$ cat src/rtl/stoch_bitgen.sv
// -----------------------------------------------------------------------------
// stoch_bitgen
//   Turns one quota value (number of ones wanted in a BITSTREAM-long stochastic
//   stream) into a serial BITSTREAM-bit stream carrying exactly that many ones.
//   The stream is emitted one bit per accepted output beat.
//
//   Default mode: ones are spread with a Bresenham/Weyl accumulator, so the
//   stream is low-discrepancy (ones are as evenly spaced as the quota allows).
//
//   Optional mode (define STOCH_BITGEN_UNARY_EN): thermometer coding, the first
//   'quota' bits are 1 and the rest 0. The accumulator is not built.
//   Handshake, latency, out_last and quota saturation are the same in both modes.
//
// Parameters
//   BITSTREAM  stream length T in bits (>= 2, power of two)
//   QW         quota width, $clog2(T)+1, so full scale T is representable
//   IW         bit index width, $clog2(T)
//
// Ports
//   clk        single clock, all state changes on its rising edge
//   rst        synchronous, active-high reset
//   in_valid   quota_in is valid
//   in_ready   block can accept a quota this cycle
//   quota_in   requested ones count; values above T saturate to T
//   out_valid  out_bit is valid
//   out_ready  consumer accepts out_bit this cycle
//   out_bit    current stream bit
//   out_last   marks bit index T-1 of the stream
//   out_idx    index of the current bit within the stream
//
// Handshake semantics (both ports):
//   A transfer happens on a rising edge where valid and ready are both 1.
//   The output side holds out_bit/out_last/out_idx stable while out_valid=1 and
//   out_ready=0. in_ready is high in IDLE, and in RUN only on the last beat when
//   the consumer takes it (in_ready = IDLE | (RUN & out_last & out_ready)), so
//   in_ready depends combinationally on out_ready. A quota accepted on the last
//   beat starts the next stream on the following cycle with no bubble. An
//   upstream producer presenting in_valid earlier in RUN simply waits.
// -----------------------------------------------------------------------------
module stoch_bitgen #(
  parameter  int BITSTREAM = 64,
  localparam int QW        = $clog2(BITSTREAM) + 1,
  localparam int IW        = $clog2(BITSTREAM)
) (
  input  logic          clk,
  input  logic          rst,
  input  logic          in_valid,
  output logic          in_ready,
  input  logic [QW-1:0] quota_in,
  output logic          out_valid,
  input  logic          out_ready,
  output logic          out_bit,
  output logic          out_last,
  output logic [IW-1:0] out_idx
);

  typedef enum logic {
    IDLE = 1'b0,
    RUN  = 1'b1
  } state_t;

  localparam logic [QW-1:0] T_Q      = QW'(BITSTREAM);
  localparam logic [IW-1:0] IDX_LAST = IW'(BITSTREAM - 1);

  state_t        state_q, state_d;
  logic [QW-1:0] q_q, q_d;
  logic [IW-1:0] idx_q, idx_d;

  logic          run;
  logic          accept;
  logic          beat;
  logic          bit_raw;
  logic [QW-1:0] quota_sat;

  // ---------------------------------------------------------------------------
  // Bit decode
  // ---------------------------------------------------------------------------
`ifdef STOCH_BITGEN_UNARY_EN
  // Thermometer: index zero-extended to quota width so idx < T compares
  // correctly against a full-scale quota of T.
  always_comb begin
    bit_raw = ({1'b0, idx_q} < q_q);
  end
`else
  // Weyl accumulator: acc stays in [0, T). Each beat adds q; crossing T emits a
  // one and wraps. After T beats exactly q ones have been emitted and acc is
  // back at 0. The sum is one bit wider than the quota so acc + q (< 2T) never
  // overflows.
  localparam logic [QW:0] T_S = (QW + 1)'(BITSTREAM);

  logic [QW:0] acc_q, acc_d;
  logic [QW:0] sum;

  always_comb begin
    sum     = acc_q + {1'b0, q_q};
    bit_raw = (sum >= T_S);
  end

  always_comb begin
    acc_d = acc_q;
    if (accept) begin
      acc_d = '0;
    end else if (beat) begin
      acc_d = bit_raw ? (sum - T_S) : sum;
    end
  end

  always_ff @(posedge clk) begin
    if (rst) begin
      acc_q <= '0;
    end else begin
      acc_q <= acc_d;
    end
  end
`endif

  // ---------------------------------------------------------------------------
  // Outputs and handshake
  // ---------------------------------------------------------------------------
  always_comb begin
    run       = (state_q == RUN);
    out_valid = run;
    out_last  = run && (idx_q == IDX_LAST);
    out_idx   = run ? idx_q : '0;
    out_bit   = run && bit_raw;
    // Reload on the last beat keeps streams back-to-back.
    in_ready  = !run || (out_last && out_ready);
    accept    = in_valid && in_ready;
    beat      = out_valid && out_ready;
    quota_sat = (quota_in > T_Q) ? T_Q : quota_in;
  end

  // ---------------------------------------------------------------------------
  // FSM next state and datapath registers
  // ---------------------------------------------------------------------------
  always_comb begin
    state_d = state_q;
    q_d     = q_q;
    idx_d   = idx_q;
    case (state_q)
      IDLE: begin
        if (accept) begin
          state_d = RUN;
          q_d     = quota_sat;
          idx_d   = '0;
        end
      end
      RUN: begin
        if (accept) begin
          // Only possible on the last beat: start the next stream directly.
          q_d   = quota_sat;
          idx_d = '0;
        end else if (beat) begin
          // idx wraps to 0 after T-1 because T is a power of two.
          idx_d = idx_q + IW'(1);
          if (out_last) begin
            state_d = IDLE;
          end
        end
      end
      default: begin
        state_d = IDLE;
      end
    endcase
  end

  always_ff @(posedge clk) begin
    if (rst) begin
      state_q <= IDLE;
      q_q     <= '0;
      idx_q   <= '0;
    end else begin
      state_q <= state_d;
      q_q     <= q_d;
      idx_q   <= idx_d;
    end
  end

  // ---------------------------------------------------------------------------
  // Embedded invariants
  // ---------------------------------------------------------------------------
  // A stalled beat keeps every output stable on the next cycle.
  stall_hold_a: assert property (@(posedge clk) disable iff (rst)
    (out_valid && !out_ready) |=>
      (out_valid && $stable(out_bit) && $stable(out_idx) && $stable(out_last)));

  // Quota register never exceeds full scale.
  quota_range_a: assert property (@(posedge clk) disable iff (rst)
    (q_q <= T_Q));

`ifndef STOCH_BITGEN_UNARY_EN
  // Accumulator stays strictly below T.
  acc_range_a: assert property (@(posedge clk) disable iff (rst)
    (acc_q < T_S));
`endif

endmodule

$ cat config.mk
export PLATFORM = sky130hd
export DESIGN_NAME = stoch_bitgen
export DESIGN_NICKNAME = d
export VERILOG_FILES = /design/src/rtl/stoch_bitgen.sv
export SDC_FILE = /design/constraint.sdc
export NUM_CORES = 1
export LEC_CHECK = 0
export CORE_MARGIN = 5
export CORE_UTILIZATION = 52
export CTS_CLUSTER_DIAMETER = 50
export DETAILED_ROUTE_END_ITERATION = 8
export HOLD_SLACK_MARGIN = 0.06
export PLACE_DENSITY = 0.78
export SLEW_MARGIN = 5
export SYNTH_ARGS = -nofsm -noshare
export SYNTH_HDL_FRONTEND = slang
export SYNTH_SLANG_ARGS = --single-unit
$ cat constraint.sdc
create_clock -name clk -period 4.4 [get_ports clk]
set_clock_uncertainty 0.15 [all_clocks]
set_input_delay 0.88 -clock clk [delete_from_list [all_inputs] [get_ports clk]]
set_output_delay 0.88 -clock clk [all_outputs]
set_load 0.1 [all_outputs]
# --- Word level (Yosys, flattened, before mapping) ---
# Index checks and enable logic that the tools add are counted.
op_classes:
  n_addsub: 3
  magnitude_cmp: 2
  n_eq_ne: 3
  mux: 13
  bitwise: 1
  reduce_logical: 9
ops:
  columns: ["cell", "count"]
  rows:
  - ["$mux W6", 4]
  - ["$mux W7", 2]
  - ["$pmux W6 S2", 1]
  - ["$add A8 B7 Y8", 1]
  - ["$ge A8 B7 Y1 const B", 1]
  - ["$mux W8", 1]
  - ["$sub A8 B7 Y8 const B", 1]
  - ["$gt A7 B7 Y1 const B", 1]
  - ["$add A6 B1 Y6 const B", 1]
  - ["$eq A6 B6 Y1 const B", 1]
  - ["$logic_and A1 B1 Y1", 5]
  - ["$mux W1", 4]
  - ["$ne A3 B1 Y1 const B", 1]
  - ["$ne A2 B2 Y1 const B", 1]
  - ["$pmux W1 S2", 1]
  - ["$reduce_and A2 Y1", 1]
  - ["$reduce_or A2 Y1", 1]
  - ["$logic_not A1 Y1", 1]
  - ["$logic_or A1 B1 Y1", 1]
  - ["$not A1 Y1", 1]
totals:
  reg_bits: 22
  in_bits: 11
  out_inout_bits: 10
  word_cells: 35

# --- Logic depth before layout (Yosys ltp) ---
logic_depth:
  depth_word: 7
  ltp_mapped: 11
  mapped_depth_nobuf: 11

# --- Worst setup path after synthesis ---
# OpenSTA, ideal clock, no wires.
synth_path:
  kind: "register to output"
  start: "register q_q[0]"
  end: "output out_bit"
  t_arrival_ps: 3457
  t_required_ps: 3370
  path_slack_ps: -87
  stages_incl_launch_ff: 11
  path_buffers: 0
  cell_sequence: "dfxtp_1 > ha_1 > fa_1 > a31o_1 > a2111oi_4 > nor3_2 > inv_1 > ha_1 > or4b_2 > o41ai_4 > and2_1"
synth_via:
  elab_chain_cells: 3
synth_rtl:
  columns: ["item", "line_no", "source"]
  rows:
  - ["start, declared", "66", "logic [QW-1:0] q_q, q_d;"]
  - ["start signal, assigned", "174", "q_q <= q_d;"]
  - ["$add A8 B7 Y8", "95", "sum = acc_q + {1'b0, q_q};"]
  - ["$ge A8 B7 Y1", "96", "bit_raw = (sum >= T_S);"]
  - ["$logic_and A1 B1 Y1", "125", "out_bit = run && bit_raw;"]
  - ["end, declared", "52", "output logic out_bit,"]
# Every way passes these cells.

# --- Worst setup path in the final report ---
# Same ends and word-level chain as after synthesis.

==> metrics.txt <==
leakage component of the power 0.6608 nW; count of warnings emitted by yosys 0; number of standard cells after synthesis approximately 150; CP startpoint q_q[0]$_SDFFE_PP0P_; share of cells above drive strength 1 0.1228; dominant cell type by count on the critical path ha_1; routed via count divided by cell count between 5 and 6; detailed-placement wirelength estimate roughly 2200 µm; number of nets at the end of the flow 194; number of levels the H-tree was split into 1; count of inserted antenna diode cells 0; worst reg2reg path depth 12; minimum setup slack after placement 0.1535 ns; DP Cell Count 195; Skew-Pair Late Insertion Delay 0.31 ns; Post-Synthesis Mean Instance Area 8.800 µm²; number of maximum-capacitance violations 0; summed instance area of the synthesized netlist 1311 µm²; Req. time, crit path 3.37 ns; min-delay worst type reg2reg; die outline height 60.22 µm; actual slew at the worst max-slew pin 0.9762 ns; post-synth net total between 150 and 200; startpoint class of the critical path flip-flop; capturing point of the worst reg2reg path acc_q[6]$_SDFFE_PP0P_; remaining antenna violation count 0; Worst Hold Launch acc_q[4]$_SDFFE_PP0P_; crit path DAT 3.23 ns; hold buffer count at cts 0; residual DRC count 0; total power per unit cell area 289.5 nW/µm²; wire length of the first global-routing pass approximately 5200 µm; Routed WL 3055 µm; hold worst-path end acc_q[4]$_SDFFE_PP0P_; relative max-transition margin 0.3472; fill cell instance count of the final layout 213; setup-violating endpoint count in the final report 0; count of pins over their slew limit 0; initial standard-cell utilization of the core 0.5341; total vias in the final route 1182; routed wirelength normalized by instance count 15.20 µm; Core Rows 18; clock root cell clkbuf_4; worst flop-to-flop path startpoint q_q[0]$_SDFFE_PP0P_; layout overhead on the synthesized area 24.52%; Main synth FF type dfxtp_1; post-route insts no fill 201; Final period util 0.9688; buffers from clock root to sink, at most 2; area of the die between 3000 and 4000 µm²; CP max FO 4; final total negative setup slack 0 ns; I/O Buffers 20; worst setup slack after layout 0.1374 ns; Reg clk slew, reported paths 0.12 ns; count of distinct cell types in the synthesized netlist 41; worst-case vdd ir drop slightly above 0.2 mV; crit path time final 4.263 ns; overall overflow remaining after global route 0; Die X between 60 and 70 µm; Core Region approximately 2500 µm²; sequential cell area fraction in the yosys report 0.3359; run status completed; count of flip-flops with a built-in enable after synthesis 0; total power of the final layout 0.4728 mW; total CTS buffers 3; worst-path cell chain ha_1 > fa_2 > a31o_4 > a2111oi_4 > nor3_4 > inv_1 > ha_1 > or4b_4 > o41ai_4 > and2_4 > buf_12; worst-case register-to-register setup slack roughly 1.2 ns; number of clock sinks 22; cell depth of the worst hold path 2; TritonCTS clock tree built; number of storage elements in the synthesis netlist 22; critical path class reg2out; maximum achievable frequency about 230 MHz; delay contributed by the slowest stage of the critical path roughly 0.47 ns; last weighted congestion value of the routability-driven placer 0.8262; first drt pass iteration count 4; antenna violations before repair 0; Post-synth ARST share 0; largest net degree at the start of global routing 16; kind of end point of the critical path output port; hold violation count in the final report 0; vias in the first global route 1167; RSZ-0062 raised after global routing no; CP max stage cell or4b_4; initial detailed-routing violation count between 50 and 60; aggregate global-route resource usage 0.1915; number of ports placed on the die boundary 21
## cell usage after synthesis, types with 2 or more instances
| cell type | n | area share |
|---|---|---|
| dfxtp_1 | 22 | 0.34 |
| a21oi_1 | 19 | 0.073 |
| nand2_1 | 15 | 0.043 |
| ha_1 | 10 | 0.095 |
| and2_1 | 9 | 0.043 |
| nor2_1 | 8 | 0.023 |
| nor3_1 | 5 | 0.019 |
| a22o_1 | 4 | 0.027 |
| inv_1 | 4 | 0.011 |
| nand3_1 | 4 | 0.015 |
| o21ai_0 | 4 | 0.015 |
| clkbuf_1 | 3 | 0.0086 |
| nand2b_1 | 3 | 0.014 |
| xnor2_1 | 3 | 0.020 |
| a21o_1 | 2 | 0.011 |
| a22oi_1 | 2 | 0.011 |
| a311oi_1 | 2 | 0.013 |
| and3_1 | 2 | 0.0095 |
| nand4_1 | 2 | 0.0095 |
| nor3b_1 | 2 | 0.011 |
| or3_1 | 2 | 0.0095 |
| or4_1 | 2 | 0.011 |
| xor2_1 | 2 | 0.013 |
## area by class of cell
type / instances / area, µm² / area share
multi-input combinational: 119 / 864.6 / 0.5295
clock inverter: 1 / 30.03 / 0.01839
inverter: 4 / 15.01 / 0.009195
clock buffer: 3 / 22.52 / 0.01379
sequential: 22 / 440.4 / 0.2697
timing repair buffer: 22 / 222.7 / 0.1364
tap: 30 / 37.54 / 0.02299
## report_power, final
part | internal [mW] | switching (mW) | leakage (nW)
combinational | 0.0454 | 0.0615 | 0.454
sequential | 0.205 | 0.00634 | 0.178
clock | 0.0922 | 0.0627 | 0.0279
## how the worst max path moves through the flow
stage                   end  slack, ns  cells past startpoint
finish              out_bit       0.14                     11
global route        out_bit      0.002                     11
CTS                 out_bit       0.03                     11
detailed placement  out_bit       0.15                     11
global placement    out_bit       0.24                     11
floorplan           out_bit       0.19                     10
## state kept, by name, indices dropped and copies added, names as in the netlist
signal	count
out_valid	1
idx_q	6
acc_q	8
q_q	7
## layout by cell type, fill, tap and decap left out, types with 2 or more instances in the layout
cell type,synthesis,layout
and3_1,2,2
xnor2_1,3,3
o21ai_0,4,4
nand3_1,4,4
ha_1,10,10
or4_1,2,2
a21oi_1,19,19
nor2_1,8,8
nand4_1,2,2
nand2b_1,3,3
dfxtp_1,22,22
buf_4,0,3
nand2_1,15,15
a21o_1,2,2
or3_1,2,2
a22o_1,4,4
clkbuf_4,0,3
nor3b_1,2,2
clkdlybuf4s50_1,0,18
and2_1,9,8
a22oi_1,2,2
xor2_1,2,2
a311oi_1,2,2
inv_1,4,4
nor3_1,5,5
## worst max-delay path: cells and delay by family, from the launching register on
family	cells	cell delay (ns)
adder cells (fa/ha/maj)	3	0.75
AO/OA/AOI/OAI	3	0.83
flip-flops	1	0.35
buffers and inverters	2	0.24
AND/OR/NAND/NOR	3	0.75
## layer usage
metal | wire, µm | vias to the layer above | part of all wire | global-route usage
met2 | 1347 | 61 | 0.44 | 0.2932
li1 | - | 597 | - | -
met3 | 266 | 8 | 0.087 | 0.03456
met4 | 49 | 0 | 0.016 | 0.06962
met5 | 0 | - | 0 | 0
met1 | 1391 | 516 | 0.46 | 0.2663
## cell families after synthesis
family	synth area share
compound gates	0.2366
xor+xnor	0.03340
fa+ha+maj	0.1107
buf+inv	0.02289
flops	0.3359
mux	0.007634
simple gates	0.2529
## stage by stage
step	hold WS [ns]	util	instance area (µm²)
3_3_place_gp	0.2975	0.6284	1543
5_1_grt	0.3691	0.6651	1633
6_report	0.3229	0.6651	1633
3_5_place_dp	0.3097	0.6284	1543
2_1_floorplan	0.2900	-	1313
4_1_cts	0.3270	0.6595	1619
## timing repair
item	CTS	global route
setup buffers	1	1
pin swaps	3	3
endpoints found under the setup margin	1	1
gates resized for setup	4	1
Note: power is estimated with default switching activity, not from simulation.
==> edit 1 (config.mk and constraints unchanged) <==
Take the reset off `q_q` and load it in a clocked block of its own.
--- a/src/rtl/stoch_bitgen.sv
+++ b/src/rtl/stoch_bitgen.sv
@@ -167,13 +167,15 @@
   always_ff @(posedge clk) begin
     if (rst) begin
       state_q <= IDLE;
-      q_q     <= '0;
       idx_q   <= '0;
     end else begin
       state_q <= state_d;
-      q_q     <= q_d;
       idx_q   <= idx_d;
     end
+  end
+
+  always_ff @(posedge clk) begin
+    q_q <= q_d;
   end
 
   // ---------------------------------------------------------------------------
Check against the original RTL: same outputs for any inputs over 10 cycles, from zero or initial values and one cycle with rst high; that may be too few to reach the edited logic, so the function may still have changed.
==> edit 1 against the unedited design <==
Area after synthesis is the same. Design area shrank 0.77%. Maximum frequency shrank 0.19%. Wire length shrank 11%. Sequential power grew 6%. Global-route usage shrank 2.0 points. Total power grew 1.2%. Worst setup slack lost 0.0080 ns. Sequential cell count is the same. Critical path type unchanged. Critical endpoint unchanged. Highest routed layer unchanged.
==> edit 1: results <==
metrics = {
    "synth": {
        "ys_top_cells_by_count": "15 x dfxtp_1, 14 x a21oi_1, 14 x nand2_1",
        "synth_cell_type_count": 37,
        "yosysWarningCount": 0,
        "synth_fp_nets": 164,
        "synth_edf_count": 7,
        "syn_area_per_cell_um2": 9.23,
        "seq_area_frac_synth": 0.389,
        "yosys-top-cells-area": "dfxtp_1 23%, edfxtp_1 16%, ha_1 9.5%",
    },
    "critical_path": {
        "ff2ff_setup_slack_ns": 1.14,
        "cp.arrival_ns": 3.24,
        "rr_startpoint": "q_q[5]",
        "crit_slowest_cell": "or4b_4",
        "cp_max_fo": 4,
        "reg2regPathDepth": 11,
        "r2r_end": "acc_q[7]",
        "cp-end-kind": "output pin",
        "endpoint": "out_bit",
        "cp_slowest_stage_delay_ns": 0.47,
        "path_class": "flop to output pin",
        "path_delay_family": "simple AND/OR/NAND/NOR gates",
    },
    "clock_network": {
        "clk_pin_slew_ns": 0.12,
        "root_buffer": "clkbuf_4",
        "clkLatencyLatePin_ns": 0.31,
        "h-tree-depth": 1,
    },
    "global_routing": {
        "track_usage": 0.171,
        "grt_pass1_wl_um": 4660,
        "grt_start_max_net_pins": 16,
        "grt_pass1_vias": 1072,
        "antenna_found_initial": 0,
    },
    "final_layout": {
        "diodes": 0,
        "drive_gt1_frac": 0.104,
    },
    "power_and_ir_drop": {
        "p_leak_nw": 0.644,
        "netSwitchingFraction": 0.264,
        "peakVddDrop_mv": 0.250,
    },
    "outcome": {
        "status": "finished, final reports clean",
    },
    "route": {
        "wirelength_um": 2720,
        "wl_per_cell_um": 14.1,
        "drt_iter0_drc": 34,
        "post_drt_via_cell_ratio": 5.55,
    },
    "placement": {
        "dpl.hpwl_um": 2030,
        "placed_area_mm2": 0.00154,
        "gp_congestion": 0.832,
        "post-place-cells": 186,
    },
    "timing": {
        "slew_headroom": 0.350,
    },
}
## edit 1: worst min-delay path by stage
stage / startpoint / to / slack, ns / depth (start not counted)
6_report: acc_q[0] / acc_q[0] / 0.32 / 2
5_1_grt: acc_q[0] / acc_q[0] / 0.35 / 2
4_1_cts: acc_q[0] / acc_q[0] / 0.32 / 2
3_5_place_dp: acc_q[0] / acc_q[0] / 0.30 / 2
3_3_place_gp: acc_q[4] / acc_q[4] / 0.30 / 2
2_1_floorplan: acc_q[0] / acc_q[0] / 0.29 / 2
## edit 1: cell type report
type,instances,area (um2)
Fill cell,199,835
Multi-Input combinational cell,110,774
Sequential cell,22,510
Timing Repair Buffer,23,230
Tap cell,30,37.5
Clock inverter,1,30.0
Clock buffer,3,22.5
Inverter,4,15.0
## edit 1: cell families after synthesis
group           count (synthesis)  synth area share
fa+ha+maj                      11             0.111
flops                          22             0.389
xor+xnor                        5            0.0334
mux                             2            0.0162
buf+inv                        10            0.0286
compound gates                 30             0.164
simple gates                   62             0.258
## edit 1: what timing repair did
item	CTS	global route
pin swaps	2	2
resized for setup	3	0
endpoints found under the setup margin	1	1
setup buffers	2	1
## edit 1: tightest hold or removal path, cell delays in order (launching register included)
cell	delay (ns)
dfxtp_1	0.33
nand2_1	0.05
a21oi_1	0.05
## edit 1: power by group through the flow
stage	combinational, mW	clock (mW)	sequential, mW
2_1_floorplan	0.0652	0	0.230
3_3_place_gp	0.0929	0	0.228
3_5_place_dp	0.0946	0	0.229
4_1_cts	0.0999	0.157	0.224
5_1_grt	0.110	0.167	0.225
6_report	0.101	0.153	0.224
## edit 1: routing by layer
layer,vias to the layer above,wire length (um),share of wire,track usage
li1,547,-,-,-
met1,495,1240,0.46,0.214
met2,22,1350,0.50,0.287
met3,7,83,0.031,0.0302
met4,0,46,0.017,0.0728
met5,-,0,0,0
## edit 1: per-stage QoR
| stage | setup WS (ns) | power [mW] |
|---|---|---|
| final | 0.129 | 0.479 |
| after floorplan | 0.0164 | 0.295 |
| after global placement | 0.340 | 0.321 |
| after detailed placement | 0.235 | 0.323 |
| after global routing | -0.0169 | 0.502 |
| after CTS | 0.114 | 0.481 |
==> edit 2 (config.mk and constraints unchanged) <==
Made on the original files. The option `STOCH_BITGEN_UNARY_EN` is turned on by a define.
--- a/src/rtl/stoch_bitgen.sv
+++ b/src/rtl/stoch_bitgen.sv
@@ -37,6 +37,8 @@
 //   beat starts the next stream on the following cycle with no bubble. An
 //   upstream producer presenting in_valid earlier in RUN simply waits.
 // -----------------------------------------------------------------------------
+`define STOCH_BITGEN_UNARY_EN
+
 module stoch_bitgen #(
   parameter  int BITSTREAM = 64,
   localparam int QW        = $clog2(BITSTREAM) + 1,
Check against the original RTL: not equivalent (Yosys sat finds a counterexample within 4 cycles, from zero or initial values and one cycle with rst high).
==> edit 2 against the unedited design <==
Sequential share of layout area shrank 0.62 points. Total power shrank 45%. Sequential cell count shrank 8. Area after synthesis shrank 35%. Combinational power shrank 47%. Worst setup slack gained 0.94 ns. Critical path depth shrank 6. Wire length shrank 39%. Non-clock buffer count shrank 2. Global-route usage shrank 3.1 points. Die area shrank 30%. Design area shrank 35%. Critical endpoint is now in_ready. Largest power group unchanged. Highest routed layer is now met3.
==> edit 2: results <==
metrics = {
    "power_and_ir_drop": {
        "power.internal_mw": 0.183,
        "clkPwrFrac": 0.259,
        "p_leak_nw": 0.420,
        "power_frac_comb": 0.219,
    },
    "synth": {
        "async_flop_share": 0,
        "synth_cell_type_count": 33,
        "seq_area_frac_synth": 0.330,
        "synth_fp_nets": 119,
    },
    "clock_network": {
        "cts_resized": 0,
        "clkLatencyLatePin_ns": 0.27,
        "post_cts_buffers": 0,
        "clk_pin_slew_ns": 0.08,
    },
    "route": {
        "wirelength_um": 1880,
        "post_drt_via_cell_ratio": 5.75,
        "drt_iter0_drc": 20,
    },
    "critical_path": {
        "crit_slowest_cell": "clkdlybuf4s50_1",
        "cp_max_fo": 9,
        "cp_slowest_stage_delay_ns": 0.55,
        "ff2ff_setup_slack_ns": 2.65,
    },
    "placement": {
        "dpl.hpwl_um": 1460,
        "placed_area_mm2": 0.00104,
        "gp_congestion": 0.800,
    },
    "final_layout": {
        "fin_nets": 140,
        "drive_gt1_frac": 0.0909,
        "largest_reg_flops": 7,
    },
    "outcome": {
        "status": "finished, final reports clean",
    },
    "timing": {
        "worst_pin_slew_ns": 0.971,
    },
    "global_routing": {
        "grt_start_max_net_pins": 19,
        "track_usage": 0.160,
    },
}
==> edit 2: worst paths after layout <==
path,cells after the start,from,endpoint
min,2,q_q[4],q_q[4]
max reg2reg,5,idx_q[0],idx_q[5]
min reg2reg,2,q_q[4],q_q[4]
max,5,out_ready,in_ready
==> edit 2: critical path: cells and delay by family <==
family,cells,cell delay [ns]
AO/OA/AOI/OAI,1,0.39
buffers and inverters,3,0.93
AND/OR/NAND/NOR,1,0.08
==> edit 2: area by class of cell <==
type	count	area, um2
repair buffers	20	193
inverters	7	31.3
well taps	16	20.0
fillers	135	460
clock buffers	3	22.5
flip-flops and latches	14	280
multi-input cells	77	517
==> edit 2: logic make-up (layout without fill, tap and decap cells) <==
| kind of cell | count (synthesis) | count (layout) | synth area share |
|---|---|---|---|
| simple gates | 37 | 37 | 0.264 |
| compound gates | 32 | 32 | 0.232 |
| flops | 14 | 14 | 0.330 |
| buf+inv | 11 | 30 | 0.0605 |
| fa+ha+maj | 6 | 6 | 0.0885 |
| mux | 2 | 2 | 0.0251 |
==> edit 2: stage by stage <==
stage	setup WS [ns]	hold slack, ns	util	total power, mW	std cells
floorplan	1.05	0.295	-	0.176	102
global placement	1.10	0.314	0.683	0.194	134
detailed placement	1.09	0.323	0.683	0.195	134
CTS	1.09	0.336	0.698	0.263	137
global route	0.997	0.349	0.698	0.274	137
finish	1.08	0.330	0.698	0.259	137
==> edit 2: routing by layer <==
metal / share of wire / vias up / wire [um] / GRT usage
met5: 0 / - / 0 / 0
met4: 0 / 0 / 0 / 0.0255
met3: 0.054 / 0 / 102 / 0.0621
met2: 0.49 / 14 / 918 / 0.262
met1: 0.46 / 363 / 858 / 0.203
li1: - / 411 / - / -
